## src/rtl/vend_pkg.sv

```systemverilog
// Shared definitions for the vending controller.
//   - coin face values in cents
//   - controller state encoding
//   - coin_value(): cents represented by a set of simultaneous coin pulses
package vend_pkg;

    localparam int unsigned VAL_NICKEL  = 5;
    localparam int unsigned VAL_DIME    = 10;
    localparam int unsigned VAL_QUARTER = 25;
    localparam int unsigned VAL_DOLLAR  = 100;

    typedef enum logic [1:0] {
        StIdle,
        StCollect,
        StDispense,
        StChange
    } vend_state_e;

    function automatic int unsigned coin_value(input logic nickel, input logic dime,
                                               input logic quarter, input logic dollar);
        return (nickel  ? VAL_NICKEL  : 0) + (dime   ? VAL_DIME   : 0) +
               (quarter ? VAL_QUARTER : 0) + (dollar ? VAL_DOLLAR : 0);
    endfunction

endpackage

```

## src/rtl/vend_change_gen.sv

```systemverilog
// Greedy change emitter: one coin per cycle, quarters first, then dimes, then nickels.
// Ports:
//   clk, rst      clock, asynchronous active-high reset
//   load, amount  load pulse with the amount to pay out (cents)
//   coin_q/d/n    one-hot eject of a quarter, dime or nickel
//   change_done   pulse in the cycle after the last coin (residue below 5 is dropped)
module vend_change_gen
    import vend_pkg::*;
#(
    parameter int unsigned PRICE_W = 10
) (
    input  logic               clk,
    input  logic               rst,
    input  logic               load,
    input  logic [PRICE_W-1:0] amount,
    output logic               coin_q,
    output logic               coin_d,
    output logic               coin_n,
    output logic               change_done
);

    localparam logic [PRICE_W-1:0] QV = PRICE_W'(VAL_QUARTER);
    localparam logic [PRICE_W-1:0] DV = PRICE_W'(VAL_DIME);
    localparam logic [PRICE_W-1:0] NV = PRICE_W'(VAL_NICKEL);

    logic [PRICE_W-1:0] rem_q;
    logic               active_q;

    always_ff @(posedge clk or posedge rst) begin
        if (rst) begin
            rem_q       <= '0;
            active_q    <= 1'b0;
            coin_q      <= 1'b0;
            coin_d      <= 1'b0;
            coin_n      <= 1'b0;
            change_done <= 1'b0;
        end else begin
            coin_q      <= 1'b0;
            coin_d      <= 1'b0;
            coin_n      <= 1'b0;
            change_done <= 1'b0;
            if (load) begin
                rem_q    <= amount;
                active_q <= 1'b1;
            end else if (active_q) begin
                if (rem_q >= QV) begin
                    coin_q <= 1'b1;
                    rem_q  <= rem_q - QV;
                end else if (rem_q >= DV) begin
                    coin_d <= 1'b1;
                    rem_q  <= rem_q - DV;
                end else if (rem_q >= NV) begin
                    coin_n <= 1'b1;
                    rem_q  <= rem_q - NV;
                end else begin
                    active_q    <= 1'b0;
                    rem_q       <= '0;
                    change_done <= 1'b1;
                end
            end
        end
    end

endmodule

```

## src/rtl/vend_ctrl_n.sv

```systemverilog
// N-slot vending controller with cash (coin collection + change) and card-credit payment.
// Ports:
//   clk, rst                               clock, asynchronous active-high reset
//   sel_valid, sel_index, pay_credit,
//   credit_balance                         product selection and payment mode
//   nickel, dime, quarter, dollar, cancel  coin pulses and abort
//   price_bus                              flattened price table
//   restock_valid/index/count              stock reload (IDLE only)
//   dispense, dispense_index, credit_debit vend pulse, slot and card charge
//   coin_q, coin_d, coin_n, change_done    change / refund emission
//   reject, busy, inventory                status
module vend_ctrl_n
    import vend_pkg::*;
#(
    parameter int unsigned NUM_ITEMS = 8,
    parameter int unsigned PRICE_W   = 10,
    parameter int unsigned INV_W     = 3,
    parameter int unsigned TIMEOUT   = 40,
    localparam int unsigned IDX_W    = (NUM_ITEMS > 1) ? $clog2(NUM_ITEMS) : 1
) (
    input  logic                         clk,
    input  logic                         rst,
    input  logic                         sel_valid,
    input  logic [IDX_W-1:0]             sel_index,
    input  logic                         pay_credit,
    input  logic [PRICE_W-1:0]           credit_balance,
    input  logic                         nickel,
    input  logic                         dime,
    input  logic                         quarter,
    input  logic                         dollar,
    input  logic                         cancel,
    input  logic [NUM_ITEMS*PRICE_W-1:0] price_bus,
    input  logic                         restock_valid,
    input  logic [IDX_W-1:0]             restock_index,
    input  logic [INV_W-1:0]             restock_count,
    output logic                         dispense,
    output logic [IDX_W-1:0]             dispense_index,
    output logic [PRICE_W-1:0]           credit_debit,
    output logic                         coin_q,
    output logic                         coin_d,
    output logic                         coin_n,
    output logic                         change_done,
    output logic                         reject,
    output logic                         busy,
    output logic [NUM_ITEMS*INV_W-1:0]   inventory
);

    localparam int unsigned TMO_W   = $clog2(TIMEOUT + 1);
    localparam int unsigned ACC_MAX = (2 ** PRICE_W) - 1;

    vend_state_e        state_q;
    logic [INV_W-1:0]   inv_q [NUM_ITEMS];
    logic [IDX_W-1:0]   slot_q;
    logic [PRICE_W-1:0] price_q;
    logic [PRICE_W-1:0] acc_q;
    logic [PRICE_W-1:0] change_q;
    logic [TMO_W-1:0]   tmo_q;
    logic               auth_q;  // credit vend approved, dispense pulse still to come
    logic               load_q;

    logic               sel_in_range, rs_in_range, any_coin;
    logic [IDX_W-1:0]   sel_slot;
    logic [PRICE_W-1:0] sel_price, acc_new;
    logic [INV_W-1:0]   sel_stock;
    logic [31:0]        acc_sum;

    always_comb begin
        sel_in_range = 32'(sel_index) < NUM_ITEMS;
        rs_in_range  = 32'(restock_index) < NUM_ITEMS;
        sel_slot     = sel_in_range ? sel_index : '0;
        sel_price    = price_bus[32'(sel_slot)*PRICE_W +: PRICE_W];
        // A same-cycle restock of the selected slot is visible to the selection.
        sel_stock    = (restock_valid && rs_in_range && restock_index == sel_index) ?
                       restock_count : inv_q[sel_slot];
        any_coin     = nickel | dime | quarter | dollar;
        acc_sum      = 32'(acc_q) + coin_value(nickel, dime, quarter, dollar);
        acc_new      = (acc_sum > ACC_MAX) ? PRICE_W'(ACC_MAX) : PRICE_W'(acc_sum);
        inventory    = '0;
        for (int k = 0; k < NUM_ITEMS; k++) begin
            inventory[k*INV_W +: INV_W] = inv_q[k];
        end
    end

    assign busy = (state_q != StIdle);

    always_ff @(posedge clk or posedge rst) begin
        if (rst) begin
            state_q        <= StIdle;
            slot_q         <= '0;
            price_q        <= '0;
            acc_q          <= '0;
            change_q       <= '0;
            tmo_q          <= '0;
            auth_q         <= 1'b0;
            load_q         <= 1'b0;
            dispense       <= 1'b0;
            dispense_index <= '0;
            credit_debit   <= '0;
            reject         <= 1'b0;
            for (int i = 0; i < NUM_ITEMS; i++) inv_q[i] <= '1;
        end else begin
            dispense     <= 1'b0;
            reject       <= 1'b0;
            load_q       <= 1'b0;
            credit_debit <= '0;
            case (state_q)
                StIdle: begin
                    if (restock_valid && rs_in_range) inv_q[restock_index] <= restock_count;
                    if (sel_valid) begin
                        if (!sel_in_range || sel_stock == '0) begin
                            reject <= 1'b1;
                        end else if (pay_credit) begin
                            if (credit_balance >= sel_price) begin
                                slot_q   <= sel_slot;
                                price_q  <= sel_price;
                                change_q <= '0;
                                auth_q   <= 1'b1;
                                state_q  <= StDispense;
                            end else begin
                                reject <= 1'b1;
                            end
                        end else begin
                            slot_q  <= sel_slot;
                            price_q <= sel_price;
                            acc_q   <= '0;
                            tmo_q   <= '0;
                            state_q <= StCollect;
                        end
                    end
                end
                StCollect: begin
                    acc_q <= acc_new;
                    if (cancel) begin
                        change_q <= acc_new;
                        load_q   <= 1'b1;
                        state_q  <= StChange;
                    end else if (acc_new >= price_q) begin
                        // Cash vend pulses in the cycle right after the satisfying coin.
                        change_q       <= acc_new - price_q;
                        dispense       <= 1'b1;
                        dispense_index <= slot_q;
                        inv_q[slot_q]  <= inv_q[slot_q] - INV_W'(1);
                        auth_q         <= 1'b0;
                        state_q        <= StDispense;
                    end else if (any_coin) begin
                        tmo_q <= '0;
                    end else if (tmo_q == TMO_W'(TIMEOUT - 1)) begin
                        change_q <= acc_q;
                        load_q   <= 1'b1;
                        state_q  <= StChange;
                    end else begin
                        tmo_q <= tmo_q + TMO_W'(1);
                    end
                end
                StDispense: begin
                    if (auth_q) begin
                        auth_q         <= 1'b0;
                        dispense       <= 1'b1;
                        dispense_index <= slot_q;
                        credit_debit   <= price_q;
                        inv_q[slot_q]  <= inv_q[slot_q] - INV_W'(1);
                    end else if (change_q != '0) begin
                        load_q  <= 1'b1;
                        state_q <= StChange;
                    end else begin
                        state_q <= StIdle;
                    end
                end
                StChange: begin
                    if (change_done) state_q <= StIdle;
                end
                default: state_q <= StIdle;
            endcase
        end
    end

    vend_change_gen #(
        .PRICE_W (PRICE_W)
    ) u_change (
        .clk         (clk),
        .rst         (rst),
        .load        (load_q),
        .amount      (change_q),
        .coin_q      (coin_q),
        .coin_d      (coin_d),
        .coin_n      (coin_n),
        .change_done (change_done)
    );

endmodule
```

## config.mk

```make
export PLATFORM = sky130hd
export DESIGN_NAME = vend_ctrl_n
export DESIGN_NICKNAME = d
export VERILOG_FILES = /design/src/rtl/vend_pkg.sv /design/src/rtl/vend_change_gen.sv /design/src/rtl/vend_ctrl_n.sv
export SDC_FILE = /design/constraint.sdc
export NUM_CORES = 1
export LEC_CHECK = 0
export BUFFER_PORTS_ARGS = -buffer_cell sky130_fd_sc_hd__buf_2
export CAP_MARGIN = 5
export CORE_ASPECT_RATIO = 1.5
export CORE_MARGIN = 3
export CORE_UTILIZATION = 53
export DETAILED_ROUTE_END_ITERATION = 8
export MAX_ROUTING_LAYER = met4
export PLACE_DENSITY = 0.77
export SETUP_SLACK_MARGIN = 0.1
export SLEW_MARGIN = 20
export SYNTH_ARGS = -nofsm -noshare
export SYNTH_HDL_FRONTEND = slang
export SYNTH_SLANG_ARGS = --single-unit
```

## constraint.sdc

```tcl
create_clock -name clk -period 8.9 [get_ports clk]
set_input_delay 1.335 -clock clk [delete_from_list [all_inputs] [get_ports clk]]
set_output_delay 1.335 -clock clk [all_outputs]
set_load 0.02 [all_outputs]
```

==> flow_metrics.py <==
metrics = {
    "pwr": {
        "ir_drop_uv": 199,
        "p_leak_nw": 3.98,
        "powerDensity_mw_per_mm2": 349,
        "power_mw": 3.00,
    },
    "clock_network": {
        "cts_tree": "done",
        "cts_hold_buf": 0,
        "htree_levels": 3,
        "clock_sinks": 97,
        "numCtsBuffers": 9,
        "postCtsSetupBuffers": 0,
        "clock_latency_ns": 0.34,
        "post_cts_resized": 0,
        "cts_root_buffer": "clkbuf_16",
        "clkTransAtPathRegs_ns": 0.07,
        "clockBufferDepth": 2,
    },
    "synth": {
        "syn_inst": 772,
        "synth_fa_ha_area_share_pct": 8.66,
        "synth_top_family_by_area": "compound AO/OA/AOI/OAI gates",
        "synthXorXnorAreaFrac_pct": 2.33,
        "synthFlopType": "dfrtp_1",
        "synth_top_area_cell": "dfrtp_1",
        "synthSimpleGateAreaFrac_pct": 17.1,
        "ys_warn_count": 0,
        "synthMuxAreaShare_pct": 16.4,
        "ys_seq_elements": 97,
        "synthTopCellsByArea": "dfrtp_1 24%, dfstp_2 8.4%, ha_1 7.3%",
        "synthesis.nets": 930,
        "synth_compound_area_share_pct": 18.6,
        "yosysTopAreaCellShare_pct": 24.3,
        "syn_area_mm2": 0.00751,
        "synth_cell_types": 80,
        "synth_edf_count": 0,
        "synth.avg_cell_area_um2": 9.73,
        "synth-async-reset-ratio_pct": 100,
        "ys_seq_area_share_pct": 32.7,
    },
    "timing": {
        "clock_skew_ns": 0.00738,
        "relSlewSlack_pct": 33.1,
        "period_needed_ns": 6.01,
        "rsz0062_at_grt": "no",
        "max_freq_mhz": 166,
        "slew_violations": 0,
        "worstMarginPinSlew_ns": 1.00,
        "fin_ws_ns": 2.89,
        "finalSetupViolCount": 0,
        "whs_ns": 0.513,
        "timing.final.hold_violations": 0,
        "fin_tns_setup_ns": 0,
        "period_share_pct": 67.6,
    },
    "grt": {
        "grt_pass1_vias": 6651,
        "grt_pass1_wl_mm": 33.1,
        "grt_max_degree": 75,
        "grt_overflow": 0,
        "grt_usage_pct": 27.1,
        "antenna_found_initial": 0,
    },
    "cells_and_area": {
        "final_common_cell": "buf_2",
        "mostFrequentLayoutCells": "152 x buf_2, 73 x dfrtp_1, 66 x nand2_1",
        "nNetsFinal": 1056,
        "antenna_cells": 0,
        "drive_above_1_share_pct": 31.0,
        "design_area_mm2": 0.00860,
        "area_growth_pct": 14.4,
    },
    "setup_path": {
        "crit_arrival_ns": 6.29,
        "r2r-start": "acc_q[3]$_DFFE_PP0P_",
        "crit_required_ns": 9.17,
        "start_kind": "input pin",
        "end_kind": "flip-flop",
        "crit_fanout": 15,
        "crit_start": "dime",
        "critPathKind": "input pin to flip-flop",
    },
    "hold_path": {
        "hp-start": "dispense_index[2]$_DFFE_PP0P_",
        "hp-class": "flip-flop to flip-flop",
    },
    "die": {
        "dieArea_mm2": 0.0157,
        "rows": 52,
        "fp.dieW_um": 103,
        "ios": 153,
        "initial_core_util_pct": 55.0,
        "core_mm2": 0.0137,
        "chipHeight_um": 152,
    },
    "route": {
        "num_vias": 6597,
        "drcViolationCount": 0,
        "ant_nets": 0,
        "drtIter0Drc": 339,
        "vias_per_cell": 6.19,
        "wl_per_cell_um": 18.8,
        "drt_wl_total_mm": 20.1,
        "first_pass_iters": 8,
    },
    "placed_design": {
        "hpwl_mm": 15.9,
        "place.gp.congestion": 0.951,
        "portBuffers": 152,
        "placed_area_mm2": 0.00831,
        "post-place-ws_ns": 2.58,
    },
    "outcome": {
        "outcome": "complete, no violations",
    },
    "run": {
        "max-cap-violations": 0,
    },
}
worst paths after layout:
kind,slack (ns),endpoint,cells after the start
worst min register to register,0.51,dispense_index[2]$_DFFE_PP0P_,1
worst max register to register,3.63,inventory[4]$_DFFE_PP1P_,16
worst max-delay path,2.89,inventory[4]$_DFFE_PP1P_,17
min in group asynchronous,0.94,reject$_DFF_PP0_,2
max in group asynchronous,6.74,acc_q[5]$_DFFE_PP0P_,3
worst min-delay path,0.51,dispense_index[2]$_DFFE_PP0P_,1
critical path, stage by stage:
cell and delay (ns):
buf_2 0.12, fa_1 0.49, ha_1 0.38, nand3_1 0.09, nor2_1 0.13, nor3b_1 0.11
nor3_1 0.59, nor2_1 0.17, ha_1 0.26, fa_1 0.39, nand2b_1 0.21, a211oi_2 0.30
nor3_4 0.12, o31a_1 0.34, nor3_4 0.61, and2_1 0.29, mux2_2 0.35
where the power goes:
| part | leakage [nW] | switching, mW | total [mW] | internal [mW] |
|---|---|---|---|---|
| registers | 1.19 | 0.207 | 0.828 | 0.621 |
| logic | 2.67 | 1.06 | 1.81 | 0.742 |
| clock network | 0.124 | 0.168 | 0.366 | 0.198 |
sequential cells by signal, indices dropped and copies added, names as in the netlist, 2 cells and up:
signal	cells
state_q	2
u_change.rem_q	10
slot_q	3
dispense_index	3
price_q	10
credit_debit	10
inventory	24
tmo_q	6
acc_q	10
change_q	10
cell type report:
type | count | area [um2]
Inverter | 38 | 145
Multi-Input combinational cell | 598 | 4730
Fill cell | 1182 | 5070
Tap cell | 162 | 203
Timing Repair Buffer | 154 | 776
Clock inverter | 5 | 38.8
Sequential cell | 97 | 2460
Clock buffer | 11 | 243
metal layers:
metal  GRT usage [%]  part of all wire [%]  up-vias
met1            32.5                    39     3139
met2            45.8                    53      280
met4            9.14                   2.9        0
li1                -                     -     3129
met5               -                     0        -
met3            4.13                   5.4       49
cell usage after synthesis, drive strengths merged, types with 21 or more instances:
master	n
a21oi	28
clkbuf	25
dfrtp	73
dfstp	24
ha	44
inv	38
mux2	36
mux2i	29
mux4	23
nand2	67
nor2	51
nor3	21
o21ai	50
o22ai	23
kinds of logic after synthesis:
family,Yosys count
and+or+nand+nor,244
AOI/OAI and AO/OA,197
DFF,97
muxes,88
buffers and inverters,77
adders and majority gates,49
xor gates and xnor gates,20
per-stage QoR:
| stage | utilization [%] | std cells |
|---|---|---|
| after floorplan | - | 772 |
| after global placement | 60.9 | 1049 |
| after detailed placement | 60.9 | 1049 |
| after CTS | 62.9 | 1065 |
| after global routing | 62.9 | 1065 |
| final | 62.9 | 1065 |
No activity file was read; power rests on OpenSTA's default activity.
